[config.mk]
export PLATFORM = sky130hd
export DESIGN_NAME = hazard_stall_ctrl_flat
export DESIGN_NICKNAME = d
export VERILOG_FILES = /design/src/rtl/hazard_pkg.sv /design/src/rtl/hazard_stall_ctrl_if.sv /design/src/rtl/md_busy_counter.sv /design/src/rtl/hazard_stall_ctrl.sv /design/src/flat_wrapper.sv
export SDC_FILE = /design/constraint.sdc
export NUM_CORES = 1
export LEC_CHECK = 0
export ABC_AREA = 1
export CAP_MARGIN = 5
export CORE_AREA = 2 2 90 92
export DETAILED_ROUTE_END_ITERATION = 10
export DIE_AREA = 0 0 92 94
export PLACE_DENSITY_LB_ADDON = 0.08
export SLEW_MARGIN = 20
export SYNTH_ARGS = -nofsm -noshare
export SYNTH_HDL_FRONTEND = slang
export SYNTH_HIERARCHICAL = 1
export SYNTH_SLANG_ARGS = --single-unit
[constraint.sdc]
create_clock -name clk -period 2.9 [get_ports clk]
set_clock_uncertainty 0.1 [all_clocks]
set_input_delay 0.58 -clock clk [delete_from_list [all_inputs] [get_ports clk]]
set_output_delay 0.58 -clock clk [all_outputs]
set_load 0.05 [all_outputs]
[src/rtl/hazard_pkg.sv]
// Shared widths, encodings and defaults for the hazard/stall controller.
package hazard_pkg;

  // Tuse/Tnew fields are 2 bits; a Tuse of 3 means the operand is never read.
  localparam int unsigned T_W        = 2;
  localparam logic [T_W-1:0] TUSE_NEVER = 2'd3;

  // Multiply/divide type encoding on MDType_E.
  localparam logic MD_MULT = 1'b0;
  localparam logic MD_DIV  = 1'b1;

  // Default busy lengths and the width of the MD countdown.
  localparam int unsigned MULT_CYC_DEF = 5;
  localparam int unsigned DIV_CYC_DEF  = 10;
  localparam int unsigned MD_CNT_W     = 4;

  typedef logic [T_W-1:0] t_val_t;
  typedef logic [4:0]     reg_idx_t;

  // One source-versus-producer hazard term. Register 0 never produces a hazard.
  function automatic logic src_hazard(input reg_idx_t src, input t_val_t tuse,
                                      input reg_idx_t dst, input t_val_t tnew);
    return (src != '0) && (src == dst) && (tnew > tuse);
  endfunction

endpackage

[src/rtl/hazard_stall_ctrl_if.sv]
// Decode-side bundle between the pipeline and the hazard/stall controller.
interface hazard_stall_ctrl_if
  import hazard_pkg::*;
#(
  parameter int unsigned CNT_W = 16
);

  reg_idx_t   Rs_D;
  reg_idx_t   Rt_D;
  t_val_t     TuseRs_D;
  t_val_t     TuseRt_D;
  reg_idx_t   A3_E;
  reg_idx_t   A3_M;
  t_val_t     TnewE_E;
  t_val_t     TnewM_M;
  logic       MDStart_E;
  logic       MDType_E;
  logic       MDUse_D;
  logic       FlushReq_I;
  logic       PCEn_O;
  logic       FDEn_O;
  logic       Flush_FD_O;
  logic       DEClr_O;
  logic       MDBusy_O;
  logic [CNT_W-1:0] StallCnt_O;

  // Pipeline side: supplies operand/producer info, receives enables.
  modport master (
    output Rs_D, Rt_D, TuseRs_D, TuseRt_D, A3_E, A3_M, TnewE_E, TnewM_M,
           MDStart_E, MDType_E, MDUse_D, FlushReq_I,
    input  PCEn_O, FDEn_O, Flush_FD_O, DEClr_O, MDBusy_O, StallCnt_O
  );

  // Controller side.
  modport slave (
    input  Rs_D, Rt_D, TuseRs_D, TuseRt_D, A3_E, A3_M, TnewE_E, TnewM_M,
           MDStart_E, MDType_E, MDUse_D, FlushReq_I,
    output PCEn_O, FDEn_O, Flush_FD_O, DEClr_O, MDBusy_O, StallCnt_O
  );

endinterface

[src/rtl/md_busy_counter.sv]
// Multiply/divide busy countdown: loads on a start, counts down to idle.
module md_busy_counter
  import hazard_pkg::*;
#(
  parameter int unsigned MULT_CYC = MULT_CYC_DEF,
  parameter int unsigned DIV_CYC  = DIV_CYC_DEF
) (
  input  logic clk,
  input  logic reset,
  input  logic md_start,
  input  logic md_type,
  output logic md_busy
);

  logic [MD_CNT_W-1:0] cnt_q, cnt_d;

  // State register: the remaining busy cycles.
  always_ff @(posedge clk or posedge reset) begin
    if (reset) begin
      cnt_q <= '0;
    end else begin
      cnt_q <= cnt_d;
    end
  end

  // Next state: a start always (re)loads; otherwise count down while busy.
  always_comb begin
    cnt_d = cnt_q;
    if (md_start) begin
      cnt_d = (md_type == MD_DIV) ? MD_CNT_W'(DIV_CYC) : MD_CNT_W'(MULT_CYC);
    end else if (cnt_q != '0) begin
      cnt_d = cnt_q - 1'b1;
    end
  end

  // Output: BUSY whenever the count is nonzero.
  always_comb begin
    md_busy = (cnt_q != '0);
  end

endmodule

[src/rtl/hazard_stall_ctrl.sv]
// Hazard and stall controller for the five-stage core: operand hazards,
// multiply/divide interlock, flush priority and a stall-cycle counter.
module hazard_stall_ctrl
  import hazard_pkg::*;
#(
  parameter int unsigned MULT_CYC = MULT_CYC_DEF,
  parameter int unsigned DIV_CYC  = DIV_CYC_DEF,
  parameter int unsigned CNT_W    = 16
) (
  input  logic                clk,
  input  logic                reset,
  hazard_stall_ctrl_if.slave  bus
);

  logic             md_busy;
  logic             reg_stall;
  logic             md_stall;
  logic             stall;
  logic [CNT_W-1:0] stall_cnt_q, stall_cnt_d;

  md_busy_counter #(
    .MULT_CYC (MULT_CYC),
    .DIV_CYC  (DIV_CYC)
  ) u_md_busy_counter (
    .clk      (clk),
    .reset    (reset),
    .md_start (bus.MDStart_E),
    .md_type  (bus.MDType_E),
    .md_busy  (md_busy)
  );

  // Hazard detection: operand needed before E/M result is forwardable, or MD unit in use.
  always_comb begin
    reg_stall = src_hazard(bus.Rs_D, bus.TuseRs_D, bus.A3_E, bus.TnewE_E) |
                src_hazard(bus.Rs_D, bus.TuseRs_D, bus.A3_M, bus.TnewM_M) |
                src_hazard(bus.Rt_D, bus.TuseRt_D, bus.A3_E, bus.TnewE_E) |
                src_hazard(bus.Rt_D, bus.TuseRt_D, bus.A3_M, bus.TnewM_M);
    // A start in E counts as busy in the same cycle.
    md_stall  = bus.MDUse_D & (md_busy | bus.MDStart_E);
    stall     = reg_stall | md_stall;
  end

  // Priority mux: flush beats stall beats normal flow.
  always_comb begin
    bus.PCEn_O     = 1'b1;
    bus.FDEn_O     = 1'b1;
    bus.Flush_FD_O = 1'b0;
    bus.DEClr_O    = 1'b0;
    if (bus.FlushReq_I) begin
      bus.Flush_FD_O = 1'b1;
      bus.DEClr_O    = 1'b1;
    end else if (stall) begin
      bus.PCEn_O  = 1'b0;
      bus.FDEn_O  = 1'b0;
      bus.DEClr_O = 1'b1;
    end
  end

  // Perf counter next value: count real stall cycles, saturating at all-ones.
  always_comb begin
    stall_cnt_d = stall_cnt_q;
    if (stall && !bus.FlushReq_I && (stall_cnt_q != '1)) begin
      stall_cnt_d = stall_cnt_q + 1'b1;
    end
  end

  // Perf counter register.
  always_ff @(posedge clk or posedge reset) begin
    if (reset) begin
      stall_cnt_q <= '0;
    end else begin
      stall_cnt_q <= stall_cnt_d;
    end
  end

  // Status outputs.
  always_comb begin
    bus.MDBusy_O   = md_busy;
    bus.StallCnt_O = stall_cnt_q;
  end

endmodule

[src/flat_wrapper.sv]
// flat-port wrapper written by rule: the top's interface ports become plain ports
module hazard_stall_ctrl_flat import hazard_pkg::*;
#(
  parameter int unsigned MULT_CYC = MULT_CYC_DEF,
  parameter int unsigned DIV_CYC  = DIV_CYC_DEF,
  parameter int unsigned CNT_W    = 16
)
  (clk, reset, bus_Rs_D, bus_Rt_D, bus_TuseRs_D, bus_TuseRt_D, bus_A3_E, bus_A3_M, bus_TnewE_E, bus_TnewM_M, bus_MDStart_E, bus_MDType_E, bus_MDUse_D, bus_FlushReq_I, bus_PCEn_O, bus_FDEn_O, bus_Flush_FD_O, bus_DEClr_O, bus_MDBusy_O, bus_StallCnt_O);
  hazard_stall_ctrl_if #(.CNT_W(CNT_W)) bus_i ();
  input  logic clk;
  input  logic reset;
  input wire logic [$bits(bus_i.Rs_D)-1:0] bus_Rs_D;
  input wire logic [$bits(bus_i.Rt_D)-1:0] bus_Rt_D;
  input wire logic [$bits(bus_i.TuseRs_D)-1:0] bus_TuseRs_D;
  input wire logic [$bits(bus_i.TuseRt_D)-1:0] bus_TuseRt_D;
  input wire logic [$bits(bus_i.A3_E)-1:0] bus_A3_E;
  input wire logic [$bits(bus_i.A3_M)-1:0] bus_A3_M;
  input wire logic [$bits(bus_i.TnewE_E)-1:0] bus_TnewE_E;
  input wire logic [$bits(bus_i.TnewM_M)-1:0] bus_TnewM_M;
  input wire logic [$bits(bus_i.MDStart_E)-1:0] bus_MDStart_E;
  input wire logic [$bits(bus_i.MDType_E)-1:0] bus_MDType_E;
  input wire logic [$bits(bus_i.MDUse_D)-1:0] bus_MDUse_D;
  input wire logic [$bits(bus_i.FlushReq_I)-1:0] bus_FlushReq_I;
  output wire logic [$bits(bus_i.PCEn_O)-1:0] bus_PCEn_O;
  output wire logic [$bits(bus_i.FDEn_O)-1:0] bus_FDEn_O;
  output wire logic [$bits(bus_i.Flush_FD_O)-1:0] bus_Flush_FD_O;
  output wire logic [$bits(bus_i.DEClr_O)-1:0] bus_DEClr_O;
  output wire logic [$bits(bus_i.MDBusy_O)-1:0] bus_MDBusy_O;
  output wire logic [$bits(bus_i.StallCnt_O)-1:0] bus_StallCnt_O;
  assign bus_i.Rs_D = bus_Rs_D;
  assign bus_i.Rt_D = bus_Rt_D;
  assign bus_i.TuseRs_D = bus_TuseRs_D;
  assign bus_i.TuseRt_D = bus_TuseRt_D;
  assign bus_i.A3_E = bus_A3_E;
  assign bus_i.A3_M = bus_A3_M;
  assign bus_i.TnewE_E = bus_TnewE_E;
  assign bus_i.TnewM_M = bus_TnewM_M;
  assign bus_i.MDStart_E = bus_MDStart_E;
  assign bus_i.MDType_E = bus_MDType_E;
  assign bus_i.MDUse_D = bus_MDUse_D;
  assign bus_i.FlushReq_I = bus_FlushReq_I;
  assign bus_PCEn_O = bus_i.PCEn_O;
  assign bus_FDEn_O = bus_i.FDEn_O;
  assign bus_Flush_FD_O = bus_i.Flush_FD_O;
  assign bus_DEClr_O = bus_i.DEClr_O;
  assign bus_MDBusy_O = bus_i.MDBusy_O;
  assign bus_StallCnt_O = bus_i.StallCnt_O;
  hazard_stall_ctrl #(.MULT_CYC(MULT_CYC), .DIV_CYC(DIV_CYC), .CNT_W(CNT_W)) u_core (.clk(clk), .reset(reset), .bus(bus_i));
endmodule
# ---- After elaboration in Yosys (flattened, before gate mapping)
# Cells that the tools add are included.
dict set report word_totals {
  elab_cells 42
  ff_bits 20
}
dict set report classes {
  bitwise 6
  reduce_logical 15
  muxes 8
  n_eq_ne 5
  n_lt_le_gt_ge 4
  add_sub_neg 2
}
# operator n
set op_table {}
lappend op_table {{5-bit equality test} 4}
lappend op_table {{16-bit by 1-bit adder with 16-bit output, second input constant} 1}
lappend op_table {{16-bit != test, second input constant} 1}
lappend op_table {{4-bit 2-to-1 mux} 3}
lappend op_table {{1-bit logical AND} 10}
lappend op_table {{5-bit nonzero test} 2}
lappend op_table {{2-bit greater-than comparator} 4}
lappend op_table {{1-bit 2-to-1 mux} 5}
lappend op_table {{1-bit OR} 5}
lappend op_table {{4-bit nonzero test} 1}
lappend op_table {{4-bit by 1-bit subtractor with 4-bit output, second input constant} 1}
lappend op_table {{2-bit nonzero test} 1}
lappend op_table {{1-bit bitwise AND} 1}
lappend op_table {{1-bit zero test} 1}

# ---- Depth between registers and ports, before layout
dict set report depth {
  word_depth 9
  ltp_mapped 13
  mapped_depth_nobuf 12
}

# ---- Cells and area by module
# Netlist, hierarchy kept.
# module area_each_um2 instances seq_area_each_um2 cells_per_inst
set by_module_without_submodules {}
lappend by_module_without_submodules {hazard_stall_ctrl 1599.0 1 400.4 247}
lappend by_module_without_submodules {md_busy_counter 262.8 1 100.1 35}

# ---- Worst setup path after synthesis
# No wires, ideal clock.
dict set report synth_path {
  path_kind {flip-flop to output port}
  from {register u_core.u_md_busy_counter.cnt_q[0]}
  to {output port bus_PCEn_O}
  required_time_ns 2.220
  n_path_buf 2
  arrival_time_ns 2.305
  slack_ns -0.085
  stages_incl_launch_ff 9
  path_cell_list {dfrtp_1 -> inv_1 -> ha_1 -> nand2_2 -> o21ai_0 -> nand3_4 -> buf_2 -> nand2_1 -> buf_4}
}
dict set report synth_via {
  elab_chain_cells 6
}
# item line_no
set synth_lines {}
lappend synth_lines {{start: declaration} md_busy_counter.sv:15} ;# logic [MD_CNT_W-1:0] cnt_q, cnt_d;
lappend synth_lines {{start signal: assignment} md_busy_counter.sv:22} ;# cnt_q <= cnt_d;
lappend synth_lines {{4-bit nonzero test} md_busy_counter.sv:38} ;# md_busy = (cnt_q != '0);
lappend synth_lines {{net bus_MDBusy_O} flat_wrapper.sv:28} ;# output wire logic [$bits(bus_i.MDBusy_O)-1:0] bus_MDBusy_O;
lappend synth_lines {{1-bit OR} hazard_stall_ctrl.sv:39} ;# md_stall = bus.MDUse_D & (md_busy | bus.MDStart_E);
lappend synth_lines {{1-bit bitwise AND} hazard_stall_ctrl.sv:39}
lappend synth_lines {{1-bit OR} hazard_stall_ctrl.sv:40} ;# stall = reg_stall | md_stall;
lappend synth_lines {{1-bit 2-to-1 mux (2 in a row)} --}
lappend synth_lines {{end: declaration} flat_wrapper.sv:24} ;# output wire logic [$bits(bus_i.PCEn_O)-1:0] bus_PCEn_O;
# The timed path passes the listed nets, and every way through them passes these cells.

# ---- Worst setup path after layout
dict set report layout_path {
  from {input port bus_TnewM_M[0]}
  to {output port bus_PCEn_O}
}
dict set report layout_via {
  elab_chain_cells 8
}
# item line_no
set layout_lines {}
lappend layout_lines {{start: declaration} flat_wrapper.sv:19} ;# input wire logic [$bits(bus_i.TnewM_M)-1:0] bus_TnewM_M;
lappend layout_lines {{2-bit greater-than comparator} hazard_pkg.sv:23} ;# return (src != '0) && (src == dst) && (tnew > tuse);
lappend layout_lines {{1-bit logical AND} hazard_pkg.sv:23}
lappend layout_lines {{1-bit OR} hazard_stall_ctrl.sv:34} ;# reg_stall = src_hazard(bus.Rs_D, bus.TuseRs_D, bus.A3_E, bus.TnewE_E) |
lappend layout_lines {{1-bit OR} hazard_stall_ctrl.sv:35} ;# src_hazard(bus.Rs_D, bus.TuseRs_D, bus.A3_M, bus.TnewM_M) |
lappend layout_lines {{1-bit OR (*)} hazard_stall_ctrl.sv:36} ;# src_hazard(bus.Rt_D, bus.TuseRt_D, bus.A3_E, bus.TnewE_E) |
lappend layout_lines {{1-bit OR (*)} hazard_stall_ctrl.sv:40}
lappend layout_lines {{1-bit 2-to-1 mux (*)} hazard_stall_ctrl.sv:52} ;# end else if (stall) begin
lappend layout_lines {{1-bit 2-to-1 mux (*)} hazard_stall_ctrl.sv:49} ;# if (bus.FlushReq_I) begin
# Mark *: on every way between the ends. The rest lies on a longest branch, timed or not.

==> impl_metrics.toml <==
[clocking]
tritoncts = "built"
holdBufCountCts = 0
htree_levels = 1
numClockSinks = 20
cts_buffers = 3
clockRootBuffer = "clkbuf_8"
cts.path.max_buffers = 2
clkTransAtPathRegs_ps = 80
post_cts_buffers = 0
insertion_delay_ps = 260

[layout]
antenna_cells = 0
drive_above_1_share_pct = 13.6
nets = 383
fill_cells = 829
multiInputGateArea_um2 = 1300
ff_latch_area_um2 = 500
area_growth_pct = 46.6
fin_area_um2 = 2730

[setup_path]
r2r_setup_slack_ps = 930
critPathRequiredTime_ps = 2220
cp-end-kind = "primary output"
crit_path_start_kind = "input port"
worstPathArrival_ps = 2160
cp_max_fo = 2
timing_worst_setup_path_type = "input port to primary output"
worst_r2r_endpoint = "u_core/bus.StallCnt_O[2]"
rr_worst_depth = 10
timing.rr.start = "u_core/u_md_busy_counter/cnt_q[0]"

[floorplanning]
die_x_um = 92
row_count = 32
dieHeight_um = 94
ioPinCount = 55
die_area_um2 = 8650
initial_core_util_pct = 24.5
fp.coreArea_um2 = 7610

[timing]
final_hold_viol_count = 0
rsz0062_at_grt = "false"
fmax_ghz = 0.352
slew_headroom_pct = 55.1
finalSetupViolCount = 0
period_needed_ps = 2840
hold-worst-slack_ps = 402
finalCritPeriodShare_pct = 97.9
worstMarginPinSlew_ps = 673
timing.final.max_slew_violations = 0

[min_path]
hold_end = "u_core/u_md_busy_counter/cnt_q[0]"
min_path_cells = 2
hold_start = "u_core/u_md_busy_counter/cnt_q[0]"
hold_path.class = "register to register"

[drt]
wirelength_mm = 5.27
via_per_inst = 4.29
wl_per_cell_um = 12.0
drcViolationCount = 0
drt_iter0_markers = 83
firstDrtPassIters = 4
ant_nets = 0
vias = 1885

[synth]
yosys.area.top_type_share_pct = 26.9
synth_edf_count = 0
yosysMostFrequentCell = "nand2_1"
synth_commonest_cells = "nand2_1, inv_1, nor2_1, dfrtp_1, nand3_1"
ys.flop_type = "dfrtp_1"
synth_area_per_cell_um2 = 6.60
syn_nets = 327
synth.ff_latch_count = 20
async_flop_share_pct = 100
synth_cell_types = 25
synth.top_cells.by_area = "dfrtp_1, nand2_1, ha_1"
syn_area_um2 = 1860
yosysWarnings = 6
yosys.area.top_type = "dfrtp_1"
postSynthCellCount = 282
ys_seq_area_share_pct = 26.9

[pwr]
p_leak_nw = 1.32
irDropWorstVdd_uv = 351
powerDensity_nw_per_um2 = 402

[grt]
antenna_found_initial = 0
grt_max_degree = 19
grt_pass1_vias = 1824
track_usage_pct = 12.7
overflow = 0
grt_pass1_wl_mm = 8.84

[place]
placed_cell_area_um2 = 2540
place.gp.congestion = 0.852
post-dp-hpwl_mm = 4.25
portBuffers = 54

[run]
maxCapViolations = 0

[status]
status = "finished clean"
==> state kept, by name, summed over array words and instances (netlist names) <==
register                        flops
u_core/u_md_busy_counter/cnt_q      4
u_core/bus.StallCnt_O              16
==> area by class of cell <==
cell class                      instances  share of cell area, %
Sequential cell                        20                   18.3
Clock buffer                            4                   2.02
Multi-Input combinational cell        219                   47.6
Inverter                               36                   4.95
Tap cell                              102                   4.67
Timing Repair Buffer                   58                   22.5
==> worst max path at each step <==
stage                                            from          end
floorplan           u_core/u_md_busy_counter/cnt_q[0]   bus_PCEn_O
global placement                      bus_TuseRt_D[1]  bus_DEClr_O
detailed placement                    bus_TuseRs_D[1]   bus_PCEn_O
CTS                                   bus_TuseRt_D[1]   bus_PCEn_O
global route                           bus_TnewE_E[0]   bus_PCEn_O
finish                                 bus_TnewM_M[0]   bus_PCEn_O
==> cell families (layout without fill, tap and decap cells) <==
group,count (synthesis),in the layout,synth area share (%)
flops,20,20,26.9
compound gates,11,11,3.16
xor+xnor,19,19,8.94
fa+ha+maj,11,11,7.39
buf+inv,43,98,9.68
simple gates,178,178,44.0
==> timing repair <==
action | 4_1_cts | 5_1_grt
setup endpoints to repair | 3 | 3
gates resized for setup | 3 | 23
pin swaps | 0 | 15
==> where the power goes <==
group | switching [mW] | leakage [nW] | internal, mW
clock network | 0.0978 | 0.0288 | 0.121
logic | 0.299 | 1.03 | 0.201
registers | 0.0620 | 0.265 | 0.317
total | 0.458 | 1.32 | 0.639
==> per-stage QoR <==
stage | power [mW] | setup slack, ps | TNS [ps] | util [%] | std cells
2_1_floorplan | 0.674 | 78.7 | 0 | - | 282
3_3_place_gp | 0.867 | -42.0 | -106 | 33.5 | 435
3_5_place_dp | 0.866 | -48.5 | -127 | 33.5 | 435
4_1_cts | 1.09 | 11.1 | 0 | 34.3 | 439
5_1_grt | 1.18 | 3.68 | 0 | 35.9 | 439
6_report | 1.10 | 61.2 | 0 | 35.9 | 439
==> per-layer routing <==
metal	vias up	wire length (µm)	track usage [%]
met3	2	198	2.57
met1	830	2790	18.7
met4	0	23	1.87
met5	-	0	0
met2	41	2260	19.5
li1	1012	-	-
==> worst max-delay path: stages <==
cell	delay, ps
clkdlybuf4s50_1	470
inv_2	60
ha_1	280
nand2_2	80
nand3_2	60
nor2_1	90
nand3_1	70
nand2_1	70
nand2_2	80
nand3_4	80
nand2_4	70
buf_12	160
==> cell usage in the layout (no fill, tap or decap), types with 8 or more instances in the layout <==
master | synthesis | final
inv_1 | 32 | 28
clkdlybuf4s50_1 | 0 | 44
nand2_1 | 95 | 90
nand3_1 | 20 | 19
nand4_1 | 18 | 18
dfrtp_1 | 20 | 20
xor2_1 | 11 | 11
nor2_1 | 29 | 29
xnor2_1 | 8 | 8
Power figures use the tool's default switching activity.
